[src/rtl/acc_sequencer.sv]
// Dot-product sequencer: clears the shared accumulator, issues tap addresses,
// gates accumulation of returning products and holds the sum for handoff.
// Optional macro ACC_SEQ_BIAS_EN adds a signed bias port that seeds the sum.
module acc_sequencer #(
    parameter int BIT   = 8,
    parameter int CNT_W = 5
) (
    input  logic                  clk,
    input  logic                  rst_n,
    input  logic                  start,
    input  logic [CNT_W-1:0]      tap_count,
`ifdef ACC_SEQ_BIAS_EN
    input  logic signed [BIT-1:0] bias,
`endif
    output logic                  busy,
    output logic [CNT_W-1:0]      tap_addr,
    output logic                  tap_valid,
    input  logic                  prod_valid,
    input  logic signed [BIT-1:0] prod_in,
    output logic                  acc_en,
    output logic signed [BIT-1:0] acc_in,
    input  logic signed [BIT-1:0] acc_out,
    output logic signed [BIT-1:0] result,
    output logic                  result_valid,
    input  logic                  result_ready,
    output logic [2:0]            state_dbg
);

    // Result handshake: result is offered while result_valid=1 and is held
    // unchanged until a cycle with result_valid & result_ready, which retires it.
    typedef enum logic [2:0] {IDLE, CLEAR, ACCUM, SETTLE, DONE} state_t;

    state_t                state, state_nxt;
    logic [CNT_W-1:0]      n_r;
    logic [CNT_W-1:0]      issued;
    logic [CNT_W-1:0]      received;
    logic signed [BIT-1:0] clear_base;
    logic                  accept;

`ifdef ACC_SEQ_BIAS_EN
    logic signed [BIT-1:0] bias_r;

    always_ff @(posedge clk or posedge rst_n) begin
        if (rst_n) begin
            bias_r <= '0;
        end else if (state == IDLE && start) begin
            bias_r <= bias;
        end
    end

    assign clear_base = bias_r;
`else
    assign clear_base = '0;
`endif

    // rst_n is active-high despite its name
    always_ff @(posedge clk or posedge rst_n) begin
        if (rst_n) begin
            state        <= IDLE;
            n_r          <= '0;
            issued       <= '0;
            received     <= '0;
            result       <= '0;
            result_valid <= 1'b0;
        end else begin
            state <= state_nxt;
            case (state)
                IDLE: begin
                    if (start) begin
                        n_r      <= tap_count;
                        issued   <= '0;
                        received <= '0;
                    end
                end
                ACCUM: begin
                    if (tap_valid) issued <= issued + 1'b1;
                    if (accept) received <= received + 1'b1;
                end
                SETTLE: begin
                    result       <= acc_out;
                    result_valid <= 1'b1;
                end
                DONE: begin
                    if (result_ready) result_valid <= 1'b0;
                end
                default: ;
            endcase
        end
    end

    always_comb begin
        state_nxt = state;
        tap_valid = 1'b0;
        tap_addr  = '0;
        acc_en    = 1'b0;
        acc_in    = '0;
        accept    = 1'b0;
        case (state)
            IDLE: begin
                if (start) state_nxt = CLEAR;
            end
            CLEAR: begin
                // acc + (base - acc) lands on base at the next edge, wrap included
                acc_en    = 1'b1;
                acc_in    = clear_base - acc_out;
                state_nxt = (n_r == '0) ? SETTLE : ACCUM;
            end
            ACCUM: begin
                if (issued < n_r) begin
                    tap_valid = 1'b1;
                    tap_addr  = issued;
                end
                if (prod_valid && (received < n_r)) begin
                    accept = 1'b1;
                    acc_en = 1'b1;
                    acc_in = prod_in;
                    if (received == n_r - 1'b1) state_nxt = SETTLE;
                end
            end
            SETTLE: begin
                state_nxt = DONE;
            end
            DONE: begin
                if (result_ready) state_nxt = IDLE;
            end
            default: begin
                state_nxt = IDLE;
            end
        endcase
    end

    assign busy      = (state != IDLE);
    assign state_dbg = state;

endmodule

[config.mk]
export PLATFORM = sky130hd
export DESIGN_NAME = acc_sequencer
export DESIGN_NICKNAME = d
export VERILOG_FILES = /design/src/rtl/acc_sequencer.sv
export SDC_FILE = /design/constraint.sdc
export NUM_CORES = 1
export LEC_CHECK = 0
export ABC_AREA = 1
export CELL_PAD_IN_SITES_DETAIL_PLACEMENT = 1
export CELL_PAD_IN_SITES_GLOBAL_PLACEMENT = 1
export CORE_AREA = 2 2 71 87
export DETAILED_ROUTE_END_ITERATION = 10
export DIE_AREA = 0 0 73 89
export GPL_TIMING_DRIVEN = 0
export PLACE_DENSITY = 0.88
export SYNTH_ARGS = -nofsm -noshare
export SYNTH_HDL_FRONTEND = slang
export SYNTH_SLANG_ARGS = --single-unit
[constraint.sdc]
create_clock -name clk -period 2.1 [get_ports clk]
set_input_delay 0.525 -clock clk [delete_from_list [all_inputs] [get_ports clk]]
set_output_delay 0.525 -clock clk [all_outputs]
set_load 0.02 [all_outputs]
==> impl_results.md <==
- Status: finished, violations left
- Failing checks: negative setup slack
- Row cnt: 30
- Final period utilization: 119.5%
- Initial DRC Count: 59
- Power, Total: approximately 4200 µW
- Setup WS post-layout: -409.8 ps
- Syn Area/Cell: around 7.1 µm²
- Vias in the first global route: about 2,100
- CP peak stage delay: a little over 400 ps
- Die ar.: between 6000 and 7000 µm²
- Yosys warnings: 0
- Pins Over Slew Limit: 0
- Top_reg_cell synth: dfrtp_1
- Synth area leaders: dfrtp_1 (37%), nand2_1 (12%), inv_1 (9.5%), ha_1 (8.9%), nand3_1 (7.9%)
- GRT overflow: 0
- CP cell instances: inv_2 > ha_4 > nand2_4 > nor2_4 > o21ai_2 > o211ai_1 > or2_4 > nor2_4 > buf_6
- Seq/Total Area, Yosys: about 37%
- Final Hold Viols: 0
- Post-Syn Area: around 1800 µm²
- Area of the core: around 5600 µm²
- Pin count of the biggest net entering global routing: 28
- Minimum clock period: 2510 ps
- Setup violators final: 20
- Async SR Flop Fraction: 100.0%
- Crit path DAT: 1980 ps
- Critical path's slowest cell: dfrtp_1
- Vias per inst: roughly 5.3
- Slew @ Worst Pin: 1099 ps
- PortBufs: 53
- Inserted Diodes: 0
- Vias: 2,147
- Finished Cell Area: 3095 µm²
- DR DRC count: 0
- Layout Nets: ~380
- Fill cells: 660
- Number of routed nets with antenna violations: 0
- Max_slew headroom: between 20% and 30%
- Critical Path RT: between 1500 and 2000 ps
- Share of cells above drive strength 1: about a third
- CTS Buf Count: 3
- Worst slack, placed: -885.6 ps
- Unrepaired setup endpoints after global routing: true
- Post-DP HPWL: about 4300 µm
- Register bit total from synthesis: 27
- Max cap viols: 0
- Max Fclk: approximately 400 MHz
- H-tree Lvls: 1
- CTS tree: done
- Avg WL per Cell: between 20 and 25 µm
- First-pass GRT wire length: approximately 9900 µm
- Area growth syn-to-layout: 69.45%
- CP Class: reg2out
- Yosys top cell by area: dfrtp_1
- Io pins: 54
- Final core utilization: approximately 55%
- Worst-Skew Late Latency: 300 ps
- Worst VDD drop: roughly 0.6 mV
- Reg clk slew, reported paths: ~110 ps
- Chip width: 73 µm
- Post-Syn Instances: 257
- CTS Buffer Depth: 2
- Initial antenna violation count: 0
- DP Area: approximately 2500 µm²
- Worst Hold Class: reg2reg
- Drt first pass iters: 4
- Die Ht: 89 µm
- P_leak: around 0.0014 µW
- Distinct cell type count after synthesis: 25
- Clk_skew: between 7 and 8 ps
- EDFF count, synth: 0
- Commonest cells after routing, fill and taps aside: nand2_1 (47), inv_1 (37), clkdlybuf4s50_1 (35), buf_4 (27), nand3_1 (25)
- Post-synth top area share: approximately 37%
- CP most frequent cell: nor2_4
- Drt total wl: approximately 8000 µm
- PwrDens: between 1000 and 1500 nW/µm²
- Worst Setup End Kind: primary output
- Clk sinks: 27
- Clk root buf: clkbuf_8
- Starting Density: about a third
- Most common cell after layout, fill and taps aside: nand2_1
- Syn Nets: slightly below 300
- Tot GR Track Use: 19.58%
- Largest fanout on the critical path: 7
- Global placer's final weighted congestion: 0.8120
- CP startpoint kind: flop
## worst max-delay path: cells and delay by family (launching register included)
kind / cells / cell delay (ps)
AND/OR/NAND/NOR: 4 / 570
flip-flops: 1 / 410
adder cells (fa/ha/maj): 1 / 220
buffers and inverters: 2 / 270
AO/OA/AOI/OAI: 2 / 210
## final cells by class
class                           count  area (µm²)  share of cell area [%]
Inverter                           48       185.2                   5.982
Clock buffer                        3       41.29                   1.334
Clock inverter                      1       5.005                  0.1617
Tap cell                           64       80.08                   2.587
Sequential cell                    27       684.4                   22.11
Multi-Input combinational cell    178        1291                   41.71
Buffer                              3       23.77                  0.7680
Timing Repair Buffer               81       784.5                   25.34
## routing by layer
| metal | track usage (%) | vias up | part of all wire, % |
|---|---|---|---|
| li1 | - | 991 | - |
| met1 | 20.53 | 1054 | 36 |
| met2 | 39.07 | 78 | 56 |
| met3 | 2.593 | 24 | 3.9 |
| met4 | 6.734 | 0 | 3.8 |
| met5 | 0 | - | 0 |
## synth_stat cells, drive strengths merged, types with 2 or more instances
master and count:
o21ai 28, buf 3, inv 48, nor3 4, xor2 3, a21oi 4
nand3 29, dfrtp 27, ha 13, nor2 27, mux2 2, nand2 56
o22ai 4
## sequential cells by signal, indices dropped and copies added (netlist names)
signal        flops
n_r               5
received          5
issued            5
result            8
state_dbg         3
result_valid      1
## where the power goes
group	internal [µW]	switching (µW)	total, µW
Clock	135	202	337
Sequential	718	220	938
Combinational	1250	1630	2880
## through the flow
stage	std cells	hold slack [ps]	TNS, ps
6_report	405	504.0	-5587
5_1_grt	405	562.0	-6939
4_1_cts	393	509.1	-5194
3_3_place_gp	374	464.3	-11050
2_1_floorplan	257	538.3	-501.9
3_5_place_dp	374	484.7	-11730
## logic make-up (layout without fill, tap and decap cells)
logic type | Yosys count | after routing | synth area share [%]
simple gates | 121 | 121 | 28.70
buf+inv | 52 | 136 | 11.23
compound gates | 38 | 38 | 11.03
flops | 27 | 27 | 36.99
fa+ha+maj | 13 | 13 | 8.904
xor+xnor | 4 | 4 | 1.918
mux | 2 | 2 | 1.233
## final timing paths
| kind | start | end | slack, ps | cells past startpoint |
|---|---|---|---|---|
| max reg2reg | n_r[4] | issued[1] | -90 | 12 |
| min | result[3] | result[3] | 500 | 2 |
| min in group asynchronous | rst_n | result[6] | 800 | 2 |
| max in group asynchronous | rst_n | issued[3] | 560 | 2 |
| max | n_r[3] | tap_addr[4] | -410 | 9 |
| min reg2reg | result[3] | result[3] | 500 | 2 |
## timing repair
item	in CTS	in global routing
setup endpoints to repair	16	22
gates cloned	0	1
pin swaps	6	18
hold buffers	0	0
setup buffers	16	11
gates resized for setup	113	60
No activity file was read; power rests on OpenSTA's default activity.
